[config.mk]
export PLATFORM = sky130hd
export DESIGN_NAME = ram_arbiter
export DESIGN_NICKNAME = d
export VERILOG_FILES = /design/src/rtl/ram_arbiter.sv
export SDC_FILE = /design/constraint.sdc
export NUM_CORES = 1
export LEC_CHECK = 0
export CELL_PAD_IN_SITES_DETAIL_PLACEMENT = 0
export CELL_PAD_IN_SITES_GLOBAL_PLACEMENT = 1
export CORE_ASPECT_RATIO = 1.5
export CORE_MARGIN = 8
export CORE_UTILIZATION = 18
export DETAILED_ROUTE_END_ITERATION = 8
export GPL_TIMING_DRIVEN = 0
export PLACE_DENSITY = 0.82
export SLEW_MARGIN = 20
export SYNTH_ARGS = -nofsm -noshare
export SYNTH_HDL_FRONTEND = slang
export SYNTH_SLANG_ARGS = --single-unit
export TNS_END_PERCENT = 10
[constraint.sdc]
create_clock -name clk -period 2.2 [get_ports clk]
set_input_delay 0.66 -clock clk [delete_from_list [all_inputs] [get_ports clk]]
set_output_delay 0.66 -clock clk [all_outputs]
set_load 0.05 [all_outputs]
[src/rtl/ram_arbiter.sv]
// Two-port round-robin arbiter with bounded lock in front of a 1-cycle sync RAM.
// Define RAM_ARB_B_PRIORITY_EN for fixed B priority (a_lock ignored).
module ram_arbiter #(
  parameter int A        = 10,
  parameter int D        = 8,
  parameter int LOCK_MAX = 4
) (
  input  logic         clk,
  input  logic         reset,
  input  logic         a_req,
  input  logic         a_rw,
  input  logic         a_lock,
  input  logic [A-1:0] a_addr,
  input  logic [D-1:0] a_di,
  output logic         a_gnt,
  output logic         a_rvalid,
  output logic [D-1:0] a_dout,
  input  logic         b_req,
  input  logic         b_rw,
  input  logic         b_lock,
  input  logic [A-1:0] b_addr,
  input  logic [D-1:0] b_di,
  output logic         b_gnt,
  output logic         b_rvalid,
  output logic [D-1:0] b_dout,
  output logic         ram_cs,
  output logic         ram_rw,
  output logic [A-1:0] ram_addr,
  output logic [D-1:0] ram_di,
  input  logic [D-1:0] ram_dout
);

  localparam int CW = $clog2(LOCK_MAX + 1);
  localparam logic [CW-1:0] LMAX = CW'(LOCK_MAX);

  typedef enum logic [1:0] {
    OWN_NONE,
    OWN_A,
    OWN_B
  } owner_t;

  owner_t        owner;
  owner_t        win_owner;
  logic [CW-1:0] lock_cnt;
  logic [CW-1:0] cnt_nxt;
  logic          last_b;
  logic          a_rd_q;
  logic          b_rd_q;
  logic          a_lk;
  logic          conflict_b;
  logic          lock_live;
  logic          win_lock;

`ifdef RAM_ARB_B_PRIORITY_EN
  assign a_lk       = 1'b0;
  assign conflict_b = 1'b1;
`else
  assign a_lk       = a_lock;
  assign conflict_b = ~last_b;
`endif

  // cnt never rests at LMAX: reaching it releases the lock at once
  assign lock_live = (owner != OWN_NONE) && (lock_cnt < LMAX);

  always_comb begin
    a_gnt = 1'b0;
    b_gnt = 1'b0;
    if (!reset) begin
      if (lock_live && owner == OWN_A && a_req) begin
        a_gnt = 1'b1;
      end else if (lock_live && owner == OWN_B && b_req) begin
        b_gnt = 1'b1;
      end else if (a_req && b_req) begin
        b_gnt = conflict_b;
        a_gnt = ~conflict_b;
      end else begin
        a_gnt = a_req;
        b_gnt = b_req;
      end
    end
  end

  always_comb begin
    ram_rw   = 1'b0;
    ram_addr = '0;
    ram_di   = '0;
    unique case (1'b1)
      a_gnt: begin
        ram_rw   = a_rw;
        ram_addr = a_addr;
        ram_di   = a_di;
      end
      b_gnt: begin
        ram_rw   = b_rw;
        ram_addr = b_addr;
        ram_di   = b_di;
      end
      default: ;
    endcase
  end

  assign ram_cs = a_gnt | b_gnt;

  assign win_owner = a_gnt ? OWN_A : OWN_B;
  assign win_lock  = (a_gnt & a_lk) | (b_gnt & b_lock);
  assign cnt_nxt   = (owner == win_owner) ? lock_cnt + 1'b1 : CW'(1);

  always_ff @(posedge clk) begin
    if (reset) begin
      owner    <= OWN_NONE;
      lock_cnt <= '0;
      last_b   <= 1'b1;
      a_rd_q   <= 1'b0;
      b_rd_q   <= 1'b0;
    end else begin
      a_rd_q <= a_gnt & ~a_rw;
      b_rd_q <= b_gnt & ~b_rw;
      if (a_gnt | b_gnt) begin
        last_b <= b_gnt;
      end
      // idle cycle or unlocked grant both drop the lock
      if (win_lock && cnt_nxt != LMAX) begin
        owner    <= win_owner;
        lock_cnt <= cnt_nxt;
      end else begin
        owner    <= OWN_NONE;
        lock_cnt <= '0;
      end
    end
  end

  // reset in the return cycle drops in-flight read data
  assign a_rvalid = a_rd_q & ~reset;
  assign b_rvalid = b_rd_q & ~reset;
  assign a_dout   = a_rvalid ? ram_dout : '0;
  assign b_dout   = b_rvalid ? ram_dout : '0;

endmodule

==> results.md <==
* Via count at 1147
* Hold WS at 0.547 ns
* Crit Path Class: input pin to output port
* Crit-path max FO at 10
* Finished Layout Cells at 268
* Netlist cell types at 37
* Async SR Flop Fraction at 0%
* Pins Over Slew Limit at 0
* GRT overflow at 0
* Maximum clock insertion buffer count at 2
* Die area at 7370 um2
* Final core utilization at 45.1%
* GP Congestion at 0.734
* Residual DRC count at 0
* Post-synth EDFFs at 0
* Synth Warn # at 0
* Hpwl dp at 3.25 mm
* H-tree levels at 1
* Hold WC Path Type: register to register
* CP startpoint kind: input pin
* Setup TNS at -3.90 ns
* Synth Flop Type: dfxtp_1
* Unrepaired setup endpoints after global routing: yes
* M1 wire length at 1.56 mm
* Max stage delay on crit path at 0.24 ns
* Filler cells at 465
* Initial Util at 18.4%
* Hold wc startpoint: last_b
* Slowest CP cell: and2b_2
* LEAKAGE at 0.942 nW
* Nature of the critical path endpoint: output port
* Fmax at 411 MHz
* Core box area at 4730 um2
* Port buffer count at 91
* Number of global-route vias before repair at 1173
* Worst EP arrival at 1.77 ns
* Worst R2R Start: lock_cnt[2]
* Mapped Area at 872 um2
* Max Cap Viol at 0
* Detailed-route vias per instance at 4.28
* VDD IR max at 0.320 mV
* Top-Level Pins at 92
* Nets at 257
* Yosys reg bits at 8
* Total track usage at 10.3%
* Global-route wire length before repair at 6.04 mm
* Area of the multi-input gates at 748 um2
* Failing checks: setup timing
* Cells after DPL at 257
* Num CTS Buffers at 3
* Row cnt at 31
* Final hold viol count at 0
* Slew @ Worst Pin at 0.362 ns
* Post-Syn Instances at 100
* DR WL met2 at 2.12 mm
* Share of cells above drive strength 1 at 46.0%
* Crit share post-route at 111%
* Total wire length at 3.98 mm
* Area delta synth->final at 145%
* Sequential share of the synthesized area at 18.4%
* Dpl ws at -1.38 ns
* CTS Sinks at 8
* Mean Syn Cell Area at 8.72 um2
* Clk_skew at 0.00358 ns
* DR WL met3 at 284 um
* Clock slew at reported path FFs at 0.04 ns
* Final setup vio count at 21
* Root Buffer: clkbuf_8
* CTS tree: built
* Worst skew pair latency at 0.23 ns
* Die Width at 72.8 um
* Ant. Diodes at 0
* DRT Pass-1 Iters at 4
* Largest net degree at the start of global routing at 11
* Slew HR at 75.7%
* Die Height at 101 um
* Worst path cell trace: buf_8, and2b_2, o21ai_4, a31oi_4, buf_6, a22o_2, buf_6
* Initial antenna violation count at 0
* Commonest non-fill, non-tap cell in the layout: clkdlybuf4s50_1
* Worst setup startpoint: reset
* Most frequent cells in the layout: clkdlybuf4s50_1, buf_4, buf_6, and2_1, buf_8
* Setup slack after layout at -0.231 ns
* DR iter-0 viols at 30
* CP dominant cell by count: buf_6
* Routed WL per cell at 14.9 um
* Pwr per Cell Area at 372 nW/um2
* ANT nets after route at 0
* Top layer in use: met4
* Syn Nets at 153
* Storage cell area at 161 um2
* Crit path time final at 2.43 ns
* Critical Path RT at 1.54 ns
* Status: complete, but fails checks
[layout make-up]
| class | instances | area share [%] |
|---|---|---|
| sequential | 8 | 7.56 |
| buffer | 6 | 2.99 |
| clock buffer | 3 | 1.93 |
| inverter | 2 | 0.351 |
| tap | 66 | 3.87 |
| multi-input combinational | 83 | 35.0 |
| timing repair buffer | 100 | 48.3 |
[flip-flops by register name, summed over array words and instances, names as in the netlist]
signal    cells
last_b        1
owner         2
lock_cnt      3
b_rd_q        1
a_rd_q        1
[cell usage after synthesis (all sizes together) (3+ instances only)]
cell type  count  share of area (%)
o21ai          6                3.9
and2b          3                2.6
nand2b         5                4.4
nor2           3                2.2
dfxtp          8                 18
nand2          5                2.2
a22o          20                 20
nor2b          4                3.7
and2          16                 11
buf            5                6.5
[critical path, delay by kind of cell]
family          cells  cell delay, ns
compound gates      3            0.44
buf+inv             3            0.43
simple gates        1            0.24
[worst paths after layout]
check,to,depth (start not counted),slack [ns]
hold reg to reg,last_b,1,0.55
setup / recovery,ram_di[3],7,-0.23
setup reg to reg,lock_cnt[0],6,0.71
hold / removal,last_b,1,0.55
[per-stage QoR]
stage | total power, W | instance area [um2]
floorplan | 0.000392 | 962
global placement | 0.000569 | 1960
detailed placement | 0.000572 | 1960
CTS | 0.000798 | 2070
global route | 0.000830 | 2140
finish | 0.000795 | 2140
[metal layers]
layer | GRT usage [%] | up-vias
met4 | 2.32 | 0
met5 | 0 | -
met2 | 19.5 | 45
met1 | 10.4 | 528
li1 | - | 571
met3 | 3.27 | 3
[what timing repair did]
action | 4_1_cts | 5_1_grt
pin swaps | 2 | 2
resized for setup | 275 | 52
gates cloned | 1 | 0
hold buffers | 0 | 0
setup endpoints to repair | 40 | 31
buffers inserted | 4 | 5
[kinds of logic (layout without fill, tap and decap cells)]
logic type / Yosys count / in the layout / share of synthesized area (%)
and+or+nand+nor: 42 / 42 / 31.3
AOI/OAI and AO/OA: 39 / 39 / 39.7
buffers and inverters: 9 / 111 / 8.18
DFF: 8 / 8 / 18.4
adders and majority gates: 1 / 1 / 1.43
xor gates and xnor gates: 1 / 1 / 1.00
[power by group]
group          switching (W)  leakage, nW  internal, W  total [W]
clock network      0.0000599       0.0216     0.000119   0.000179
logic               0.000223        0.855     0.000234   0.000456
registers         0.00000776       0.0652     0.000152   0.000160
Note: power is estimated with default switching activity, not from simulation.
